$ cat src/rtl/idu_stage_pkg.sv
// idu_stage_pkg: shared decode definitions for the instruction-decode stage.
//   - aluop_e   : ALU operation codes handed to the execute unit
//   - OPC_*     : RV32 base opcode constants (inst[6:0])
//   - MEM_*     : memory access size codes (funct3[1:0] of loads/stores)
package idu_stage_pkg;

    typedef enum logic [4:0] {
        ALU_NOP    = 5'd0,
        ALU_ADD    = 5'd1,
        ALU_SUB    = 5'd2,
        ALU_XOR    = 5'd3,
        ALU_OR     = 5'd4,
        ALU_AND    = 5'd5,
        ALU_SRL    = 5'd6,
        ALU_SLL    = 5'd7,
        ALU_SRA    = 5'd8,
        ALU_SLT    = 5'd9,
        ALU_SLTU   = 5'd10,
        ALU_MUL    = 5'd16,
        ALU_MULH   = 5'd17,
        ALU_MULHSU = 5'd18,
        ALU_MULHU  = 5'd19,
        ALU_DIV    = 5'd20,
        ALU_DIVU   = 5'd21,
        ALU_REM    = 5'd22,
        ALU_REMU   = 5'd23
    } aluop_e;

    localparam logic [6:0] OPC_LUI    = 7'b0110111;
    localparam logic [6:0] OPC_AUIPC  = 7'b0010111;
    localparam logic [6:0] OPC_JAL    = 7'b1101111;
    localparam logic [6:0] OPC_JALR   = 7'b1100111;
    localparam logic [6:0] OPC_BRANCH = 7'b1100011;
    localparam logic [6:0] OPC_LOAD   = 7'b0000011;
    localparam logic [6:0] OPC_STORE  = 7'b0100011;
    localparam logic [6:0] OPC_OPIMM  = 7'b0010011;
    localparam logic [6:0] OPC_OP     = 7'b0110011;

    localparam logic [1:0] MEM_BYTE = 2'd0;
    localparam logic [1:0] MEM_HALF = 2'd1;
    localparam logic [1:0] MEM_WORD = 2'd2;

endpackage

$ cat src/rtl/idu_stage_dec.sv
// idu_dec: purely combinational RV32I(E)/M instruction decoder.
//   inst, pc            : instruction word and its address
//   rs1_val, rs2_val    : register operands (already bypassed by the caller)
//   rd_addr, aluop      : destination register and ALU operation
//   op1, op2, imm       : selected operands and the format immediate
//   jal..mem_size       : control flags for the execute/memory units
//   illegal             : instruction not supported by this configuration
//   op1_is_rs1/op2_is_rs2 : operand comes from the register file, so a
//                           later writeback to that register must refresh it
module idu_dec
    import idu_stage_pkg::*;
#(
    parameter int XLEN    = 32,
    parameter bit RV32E   = 1'b1,
    parameter bit EN_M    = 1'b0,
    parameter int ALUOP_W = 5
) (
    input  logic [31:0]        inst,
    input  logic [XLEN-1:0]    pc,
    input  logic [XLEN-1:0]    rs1_val,
    input  logic [XLEN-1:0]    rs2_val,
    output logic [4:0]         rd_addr,
    output logic [ALUOP_W-1:0] aluop,
    output logic [XLEN-1:0]    op1,
    output logic [XLEN-1:0]    op2,
    output logic [XLEN-1:0]    imm,
    output logic               jal,
    output logic               jalr,
    output logic               brch,
    output logic               mem_wren,
    output logic               mem_rden,
    output logic               mem_unsigned,
    output logic [1:0]         mem_size,
    output logic               illegal,
    output logic               op1_is_rs1,
    output logic               op2_is_rs2
);

    logic [6:0]  opcode;
    logic [2:0]  f3;
    logic [6:0]  f7;
    logic [4:0]  rs1;
    logic [4:0]  rs2;
    logic [31:0] imm_i, imm_s, imm_b, imm_u, imm_j;

    assign opcode  = inst[6:0];
    assign f3      = inst[14:12];
    assign f7      = inst[31:25];
    assign rs1     = inst[19:15];
    assign rs2     = inst[24:20];
    assign rd_addr = inst[11:7];

    assign imm_i = {{20{inst[31]}}, inst[31:20]};
    assign imm_s = {{20{inst[31]}}, inst[31:25], inst[11:7]};
    assign imm_b = {{19{inst[31]}}, inst[31], inst[7], inst[30:25], inst[11:8], 1'b0};
    assign imm_u = {inst[31:12], 12'b0};
    assign imm_j = {{11{inst[31]}}, inst[31], inst[19:12], inst[20], inst[30:21], 1'b0};

    logic [4:0]  op;
    logic [31:0] imm32;
    logic        bad, use_rs1, use_rs2, use_rd;
    logic        op1_pc, op1_zero, op2_reg;
    logic        f_jal, f_jalr, f_brch, f_wr, f_rd, f_uns;
    logic [1:0]  f_size;

    always_comb begin
        op       = ALU_NOP;
        imm32    = '0;
        bad      = 1'b0;
        use_rs1  = 1'b0;
        use_rs2  = 1'b0;
        use_rd   = 1'b0;
        op1_pc   = 1'b0;
        op1_zero = 1'b0;
        op2_reg  = 1'b0;
        f_jal    = 1'b0;
        f_jalr   = 1'b0;
        f_brch   = 1'b0;
        f_wr     = 1'b0;
        f_rd     = 1'b0;
        f_uns    = 1'b0;
        f_size   = '0;

        case (opcode)
            OPC_LUI: begin
                op       = ALU_ADD;
                imm32    = imm_u;
                op1_zero = 1'b1;
                use_rd   = 1'b1;
            end
            OPC_AUIPC: begin
                op     = ALU_ADD;
                imm32  = imm_u;
                op1_pc = 1'b1;
                use_rd = 1'b1;
            end
            OPC_JAL: begin
                op     = ALU_ADD;
                imm32  = imm_j;
                op1_pc = 1'b1;
                f_jal  = 1'b1;
                use_rd = 1'b1;
            end
            OPC_JALR: begin
                op      = ALU_ADD;
                imm32   = imm_i;
                f_jalr  = 1'b1;
                use_rs1 = 1'b1;
                use_rd  = 1'b1;
                bad     = (f3 != 3'b000);
            end
            OPC_BRANCH: begin
                op      = ALU_ADD;
                imm32   = imm_b;
                f_brch  = 1'b1;
                op2_reg = 1'b1;
                use_rs1 = 1'b1;
                use_rs2 = 1'b1;
                bad     = (f3[2:1] == 2'b01);
            end
            OPC_LOAD: begin
                op      = ALU_ADD;
                imm32   = imm_i;
                f_rd    = 1'b1;
                f_uns   = f3[2];
                f_size  = f3[1:0];
                use_rs1 = 1'b1;
                use_rd  = 1'b1;
                // lwu does not exist on RV32; lbu/lhu do
                bad     = !(f3[1:0] inside {MEM_BYTE, MEM_HALF, MEM_WORD}) ||
                          (f3[1:0] == MEM_WORD && f3[2]);
            end
            OPC_STORE: begin
                op      = ALU_ADD;
                imm32   = imm_s;
                f_wr    = 1'b1;
                f_size  = f3[1:0];
                op2_reg = 1'b1;
                use_rs1 = 1'b1;
                use_rs2 = 1'b1;
                bad     = f3[2] || !(f3[1:0] inside {MEM_BYTE, MEM_HALF, MEM_WORD});
            end
            OPC_OPIMM: begin
                imm32   = imm_i;
                use_rs1 = 1'b1;
                use_rd  = 1'b1;
                case (f3)
                    3'b000: op = ALU_ADD;
                    3'b010: op = ALU_SLT;
                    3'b011: op = ALU_SLTU;
                    3'b100: op = ALU_XOR;
                    3'b110: op = ALU_OR;
                    3'b111: op = ALU_AND;
                    3'b001: begin
                        op  = ALU_SLL;
                        bad = (f7 != 7'h00);
                    end
                    default: begin
                        if (f7 == 7'h00)      op = ALU_SRL;
                        else if (f7 == 7'h20) op = ALU_SRA;
                        else                  bad = 1'b1;
                    end
                endcase
            end
            OPC_OP: begin
                op2_reg = 1'b1;
                use_rs1 = 1'b1;
                use_rs2 = 1'b1;
                use_rd  = 1'b1;
                if (f7 == 7'h00) begin
                    case (f3)
                        3'b000:  op = ALU_ADD;
                        3'b001:  op = ALU_SLL;
                        3'b010:  op = ALU_SLT;
                        3'b011:  op = ALU_SLTU;
                        3'b100:  op = ALU_XOR;
                        3'b101:  op = ALU_SRL;
                        3'b110:  op = ALU_OR;
                        default: op = ALU_AND;
                    endcase
                end else if (f7 == 7'h20) begin
                    if (f3 == 3'b000)      op = ALU_SUB;
                    else if (f3 == 3'b101) op = ALU_SRA;
                    else                   bad = 1'b1;
                end else if (f7 == 7'h01 && EN_M) begin
                    // M-extension codes are laid out in funct3 order from ALU_MUL
                    op = ALU_MUL | {2'b00, f3};
                end else begin
                    bad = 1'b1;
                end
            end
            default: bad = 1'b1;
        endcase

        if (RV32E && ((use_rs1 && rs1[4]) || (use_rs2 && rs2[4]) || (use_rd && rd_addr[4])))
            bad = 1'b1;

        if (bad) begin
            op     = ALU_NOP;
            f_jal  = 1'b0;
            f_jalr = 1'b0;
            f_brch = 1'b0;
            f_wr   = 1'b0;
            f_rd   = 1'b0;
            f_uns  = 1'b0;
            f_size = '0;
        end
    end

    assign imm          = XLEN'($signed(imm32));
    assign op1          = op1_zero ? '0 : (op1_pc ? pc : rs1_val);
    assign op2          = op2_reg ? rs2_val : imm;
    assign op1_is_rs1   = !op1_zero && !op1_pc;
    assign op2_is_rs2   = op2_reg;
    assign aluop        = ALUOP_W'(op);
    assign jal          = f_jal;
    assign jalr         = f_jalr;
    assign brch         = f_brch;
    assign mem_wren     = f_wr;
    assign mem_rden     = f_rd;
    assign mem_unsigned = f_uns;
    assign mem_size     = f_size;
    assign illegal      = bad;

endmodule

$ cat src/rtl/idu_stage.sv
// idu_stage: instruction-decode pipeline stage with a one-entry skid buffer.
//   i_clk, i_rst_n          : clock, asynchronous active-low reset
//   i_flush                 : drop every held entry and the current input
//   i_ifu_*/o_idu_ready     : upstream handshake, pc and instruction
//   o_idu_rs1/rs2_addr      : register-file read addresses (combinational)
//   i_reg_rs1/rs2_data      : register-file read data for the current input
//   i_wb_en/addr/data       : writeback port, bypassed into new and held entries
//   o_idu_valid/i_exu_ready : downstream handshake
//   o_idu_*                 : registered decode results
module idu_stage
    import idu_stage_pkg::*;
#(
    parameter int XLEN    = 32,
    parameter bit RV32E   = 1'b1,
    parameter bit EN_M    = 1'b0,
    parameter int ALUOP_W = 5
) (
    input  logic               i_clk,
    input  logic               i_rst_n,
    input  logic               i_flush,
    input  logic               i_ifu_valid,
    output logic               o_idu_ready,
    input  logic [XLEN-1:0]    i_ifu_pc,
    input  logic [31:0]        i_ifu_inst,
    output logic [4:0]         o_idu_rs1_addr,
    output logic [4:0]         o_idu_rs2_addr,
    input  logic [XLEN-1:0]    i_reg_rs1_data,
    input  logic [XLEN-1:0]    i_reg_rs2_data,
    input  logic               i_wb_en,
    input  logic [4:0]         i_wb_addr,
    input  logic [XLEN-1:0]    i_wb_data,
    output logic               o_idu_valid,
    input  logic               i_exu_ready,
    output logic [XLEN-1:0]    o_idu_pc,
    output logic [31:0]        o_idu_inst,
    output logic [4:0]         o_idu_rd_addr,
    output logic [ALUOP_W-1:0] o_idu_aluop,
    output logic [XLEN-1:0]    o_idu_op1,
    output logic [XLEN-1:0]    o_idu_op2,
    output logic [XLEN-1:0]    o_idu_imm,
    output logic               o_idu_jal,
    output logic               o_idu_jalr,
    output logic               o_idu_brch,
    output logic               o_idu_mem_wren,
    output logic               o_idu_mem_rden,
    output logic               o_idu_mem_unsigned,
    output logic [1:0]         o_idu_mem_size,
    output logic               o_idu_illegal
);

    typedef struct packed {
        logic [XLEN-1:0]    pc;
        logic [31:0]        inst;
        logic [4:0]         rd;
        logic [ALUOP_W-1:0] aluop;
        logic [XLEN-1:0]    op1;
        logic [XLEN-1:0]    op2;
        logic [XLEN-1:0]    imm;
        logic               jal;
        logic               jalr;
        logic               brch;
        logic               mem_wren;
        logic               mem_rden;
        logic               mem_unsigned;
        logic [1:0]         mem_size;
        logic               illegal;
        logic               op1_rs;
        logic               op2_rs;
    } entry_t;

    // Refresh register-sourced operands of a held entry with a writeback
    function automatic entry_t wb_apply(entry_t e, logic en, logic [4:0] a,
                                        logic [XLEN-1:0] d);
        entry_t r;
        r = e;
        if (en && a != 5'd0) begin
            if (e.op1_rs && e.inst[19:15] == a) r.op1 = d;
            if (e.op2_rs && e.inst[24:20] == a) r.op2 = d;
        end
        return r;
    endfunction

    logic [4:0]      rs1, rs2;
    logic [XLEN-1:0] rs1_val, rs2_val;
    entry_t          new_e, out_q, skid_q, out_upd, skid_upd;
    logic            out_valid, skid_valid;
    logic            accept, drain;

    assign rs1            = i_ifu_inst[19:15];
    assign rs2            = i_ifu_inst[24:20];
    assign o_idu_rs1_addr = rs1;
    assign o_idu_rs2_addr = rs2;

    assign rs1_val = (i_wb_en && i_wb_addr == rs1 && rs1 != 5'd0) ? i_wb_data : i_reg_rs1_data;
    assign rs2_val = (i_wb_en && i_wb_addr == rs2 && rs2 != 5'd0) ? i_wb_data : i_reg_rs2_data;

    assign new_e.pc   = i_ifu_pc;
    assign new_e.inst = i_ifu_inst;

    idu_dec #(
        .XLEN    (XLEN),
        .RV32E   (RV32E),
        .EN_M    (EN_M),
        .ALUOP_W (ALUOP_W)
    ) u_dec (
        .inst         (i_ifu_inst),
        .pc           (i_ifu_pc),
        .rs1_val      (rs1_val),
        .rs2_val      (rs2_val),
        .rd_addr      (new_e.rd),
        .aluop        (new_e.aluop),
        .op1          (new_e.op1),
        .op2          (new_e.op2),
        .imm          (new_e.imm),
        .jal          (new_e.jal),
        .jalr         (new_e.jalr),
        .brch         (new_e.brch),
        .mem_wren     (new_e.mem_wren),
        .mem_rden     (new_e.mem_rden),
        .mem_unsigned (new_e.mem_unsigned),
        .mem_size     (new_e.mem_size),
        .illegal      (new_e.illegal),
        .op1_is_rs1   (new_e.op1_rs),
        .op2_is_rs2   (new_e.op2_rs)
    );

    assign out_upd  = wb_apply(out_q,  i_wb_en, i_wb_addr, i_wb_data);
    assign skid_upd = wb_apply(skid_q, i_wb_en, i_wb_addr, i_wb_data);

    // Ready depends only on skid occupancy, so it never waits on i_exu_ready
    assign o_idu_ready = !skid_valid;
    assign accept      = i_ifu_valid && !skid_valid;
    assign drain       = out_valid && i_exu_ready;

    always_ff @(posedge i_clk or negedge i_rst_n) begin
        if (!i_rst_n) begin
            out_valid  <= 1'b0;
            skid_valid <= 1'b0;
            out_q      <= '0;
            skid_q     <= '0;
        end else if (i_flush) begin
            out_valid  <= 1'b0;
            skid_valid <= 1'b0;
        end else begin
            out_q  <= out_upd;
            skid_q <= skid_upd;
            if (!out_valid || drain) begin
                // Skid can only be full when no input was accepted, so it wins
                if (skid_valid) begin
                    out_q      <= skid_upd;
                    out_valid  <= 1'b1;
                    skid_valid <= 1'b0;
                end else if (accept) begin
                    out_q     <= new_e;
                    out_valid <= 1'b1;
                end else begin
                    out_valid <= 1'b0;
                end
            end else if (accept) begin
                skid_q     <= new_e;
                skid_valid <= 1'b1;
            end
        end
    end

    assign o_idu_valid        = out_valid;
    assign o_idu_pc           = out_q.pc;
    assign o_idu_inst         = out_q.inst;
    assign o_idu_rd_addr      = out_q.rd;
    assign o_idu_aluop        = out_q.aluop;
    assign o_idu_op1          = out_q.op1;
    assign o_idu_op2          = out_q.op2;
    assign o_idu_imm          = out_q.imm;
    assign o_idu_jal          = out_q.jal;
    assign o_idu_jalr         = out_q.jalr;
    assign o_idu_brch         = out_q.brch;
    assign o_idu_mem_wren     = out_q.mem_wren;
    assign o_idu_mem_rden     = out_q.mem_rden;
    assign o_idu_mem_unsigned = out_q.mem_unsigned;
    assign o_idu_mem_size     = out_q.mem_size;
    assign o_idu_illegal      = out_q.illegal;

endmodule
$ cat config.mk
export PLATFORM = sky130hd
export DESIGN_NAME = idu_stage
export DESIGN_NICKNAME = d
export VERILOG_FILES = /design/src/rtl/idu_stage_pkg.sv /design/src/rtl/idu_stage_dec.sv /design/src/rtl/idu_stage.sv
export SDC_FILE = /design/constraint.sdc
export NUM_CORES = 1
export LEC_CHECK = 0
export CAP_MARGIN = 20
export CORE_ASPECT_RATIO = 0.5
export CORE_MARGIN = 2
export CORE_UTILIZATION = 40
export CTS_CLUSTER_SIZE = 16
export DETAILED_ROUTE_END_ITERATION = 8
export SLEW_MARGIN = 40
export SYNTH_ARGS = -nofsm -noshare
export SYNTH_HDL_FRONTEND = slang
export SYNTH_SLANG_ARGS = --single-unit
$ cat constraint.sdc
create_clock -name i_clk -period 4.6 [get_ports i_clk]
set_input_delay 0.46 -clock i_clk [delete_from_list [all_inputs] [get_ports i_clk]]
set_output_delay 0.46 -clock i_clk [all_outputs]
set_load 0.05 [all_outputs]
==> results.sh <==
export IMPL_final_nets=2521
export IMPL_rows=58
export IMPL_gp_congestion=0.915
export IMPL_syn2layout_area_growth_pct=20.3
export IMPL_yosysWarningCount=0
export IMPL_max_stage_delay_ns=0.87
export IMPL_vias_per_cell=6.00
export IMPL_ir_drop_mv=0.277
export IMPL_hp_class="input port to asynchronous set/reset pin"
export IMPL_grt_max_degree=159
export IMPL_port_buffers=360
export IMPL_ys_seq_area_frac=0.429
export IMPL_setup_viol_count_final=0
export IMPL_cp_required_ns=4.14
export IMPL_ctsHoldBuffers=1
export IMPL_netlist_area_leader_share=0.429
export IMPL_synth_nets=2450
export IMPL_max_slew_worst_pin_slew_ns=0.874
export IMPL_synthFlopType="dfrtp_1"
export IMPL_globalRouteTotalUtil=0.280
export IMPL_fp_dieH_um=164
export IMPL_dieArea_sq_um=53200
export IMPL_avgSynthCellArea_sq_um=9.00
export IMPL_clock_latency_ns=0.55
export IMPL_grt_pass1_wl_um=113000
export IMPL_finClkSkew_ns=0.0204
export IMPL_drv_cap=0
export IMPL_root_buffer="clkbuf_16"
export IMPL_synth_edf_count=0
export IMPL_maxSlewHeadroom=0.413
export IMPL_rsz0062_at_grt="false"
export IMPL_slew_violations=0
export IMPL_synth_distinct_cells=70
export IMPL_utilization=0.489
export IMPL_ys_ff_latch=352
export IMPL_final_common_cell="clkdlybuf4s50_1"
export IMPL_core_sq_um=50400
export IMPL_highest_layer="met4"
export IMPL_drc=0
export IMPL_wl_um=76200
export IMPL_final_cell_mix="clkdlybuf4s50_1 (359), dfrtp_1 (351), nand2_1 (335)"
export IMPL_multi_input_area_sq_um=9560
export IMPL_seq_area_sq_um=8810
export IMPL_fmax_mhz=307
export IMPL_clock_path_buffers=3
export IMPL_arrival_ns=2.79
export IMPL_run_status="complete, no violations"
export IMPL_post_drt_wl_per_cell_um=24.8
export IMPL_pre_cts_ws_ns=0.991
export IMPL_cp_max_fo=39
export IMPL_start_util=0.407
export IMPL_grt_pass1_vias=17300
export IMPL_start_kind="flop"
export IMPL_tns_ns=0
export IMPL_drt_iter0_drc=1978
export IMPL_drive_gt1_frac=0.0741
export IMPL_finalPower_uw=10200
export IMPL_yosys_area_top_type="dfrtp_1"
export IMPL_critPathKind="flop to output port"
export IMPL_period_needed_ns=3.25
export IMPL_first_pass_iters=5
export IMPL_ant_nets=0
export IMPL_p_per_area_nw_per_um2=412
export IMPL_cts_buffers=38
export IMPL_route_met3_wl_um=6310
export IMPL_route_met2_wl_um=35000
export IMPL_via_count=18400
export IMPL_async_reset_ff_frac=1.00
export IMPL_crit_path_top_delay_cell="clkdlybuf4s50_1"
export IMPL_cts_max_level=2
export IMPL_hold_violations=0
export IMPL_grt_ovfl_total=0
export IMPL_dp_hpwl_um=51000
export IMPL_antenna_found_initial=2
export IMPL_io_pins=362
export IMPL_crit_chain="clkinv_1 > clkdlybuf4s50_1"
export IMPL_synthCells=2279
export IMPL_period_share=0.708
export IMPL_clk_pin_slew_worst_paths_ns=0.06
export IMPL_met1Wirelength_um=32200
export IMPL_p_leak_uw=0.0106
export IMPL_post_cts_setup_buffers=0
export IMPL_clock_sinks=352
export IMPL_cp_end_kind="output port"
export IMPL_layout_setup_ws_ns=1.35
export IMPL_fillers=4824
export IMPL_synth_area_top_cells="dfrtp_1 (43%), buf_4 (6.7%), nand2_1 (6.2%)"
export IMPL_synthesis_area_sq_um=20500
export IMPL_cts_tree="done"
export IMPL_die_w_um=324
export IMPL_cts_resized=0
[cells by family after synthesis]
| family | synth area share |
|---|---|
| flip-flops | 0.429 |
| multiplexers | 0.0656 |
| buffers and inverters | 0.112 |
| XOR/XNOR | 0.0128 |
| other | 0.000183 |
| AND/OR/NAND/NOR | 0.139 |
| AO/OA/AOI/OAI | 0.241 |
[layer usage]
metal  vias to the layer above  GRT usage
met5                         -          0
met3                       145     0.0499
met1                      9169      0.385
met2                       889      0.448
li1                       8201          -
met4                         0     0.0928
[power by group]
group	total (uW)	switching, uW	internal (uW)
logic	2880	1790	1090
registers	3930	333	3590
clock network	3360	1370	1990
total	10200	3490	6670
[final cells by class]
type                    count  area share
well taps                 690      0.0350
repair buffers            420       0.167
clock buffers              52      0.0440
diodes                      2    0.000203
multi-input cells        1532       0.387
inverters                   6    0.000912
clock inverters            12     0.00872
flip-flops and latches    352       0.357
[synth_stat cells (all sizes together), types with 8 or more instances]
master   count
dfrtp      352
nand2      338
buf        238
nor2       204
clkbuf     151
a21oi      133
mux2i      103
o21ai       95
a22o        91
a22oi       84
a221oi      50
nor3        47
a21o        42
a211o       38
mux2        28
o31ai       27
xnor2       23
nand3       21
and3        17
a31oi       16
o22ai       16
a2bb2oi     15
nor4        11
o211ai      11
o221ai      11
a221o       10
a32oi       10
a211oi       9
nand4        8
[path summary, 6_finish.rpt]
check | from | slack (ns) | cells after the start | end
hold / removal | i_rst_n | 0.35 | 2 | o_idu_pc[8]$_DFFE_PN0P_
setup reg to reg | skid_valid$_DFFE_PN0P_ | 1.39 | 7 | skid_q[66]$_DFFE_PN0N_
setup / recovery | skid_valid$_DFFE_PN0P_ | 1.35 | 2 | o_idu_ready
min in group i_clk | skid_q[8]$_DFFE_PN0P_ | 0.47 | 2 | skid_q[8]$_DFFE_PN0P_
hold reg to reg | skid_q[8]$_DFFE_PN0P_ | 0.47 | 2 | skid_q[8]$_DFFE_PN0P_
max in group asynchronous | i_rst_n | 3.10 | 4 | skid_valid$_DFFE_PN0P_
[critical path: cells and delay by family (launching register included)]
kind	cells	cell delay, ns
buf+inv	2	1.42
flops	1	0.82
[through the flow]
step | cells | cell area [sq um] | hold WS [ns]
6_report | 3066 | 24700 | 0.351
5_1_grt | 3066 | 24700 | 0.379
4_1_cts | 3063 | 24600 | 0.472
3_5_place_dp | 2998 | 23300 | 0.459
3_3_place_gp | 2998 | 23300 | 0.448
2_1_floorplan | 2279 | 20500 | 0.164
[state kept, by name (all words and copies together) (netlist names), 2 cells and up]
name / count
o_idu_mem_size: 2
o_idu_op2: 32
skid_q: 175
out_q: 2
o_idu_aluop: 4
o_idu_inst: 32
o_idu_op1: 32
o_idu_imm: 32
o_idu_pc: 32
Power figures use the tool's default switching activity.
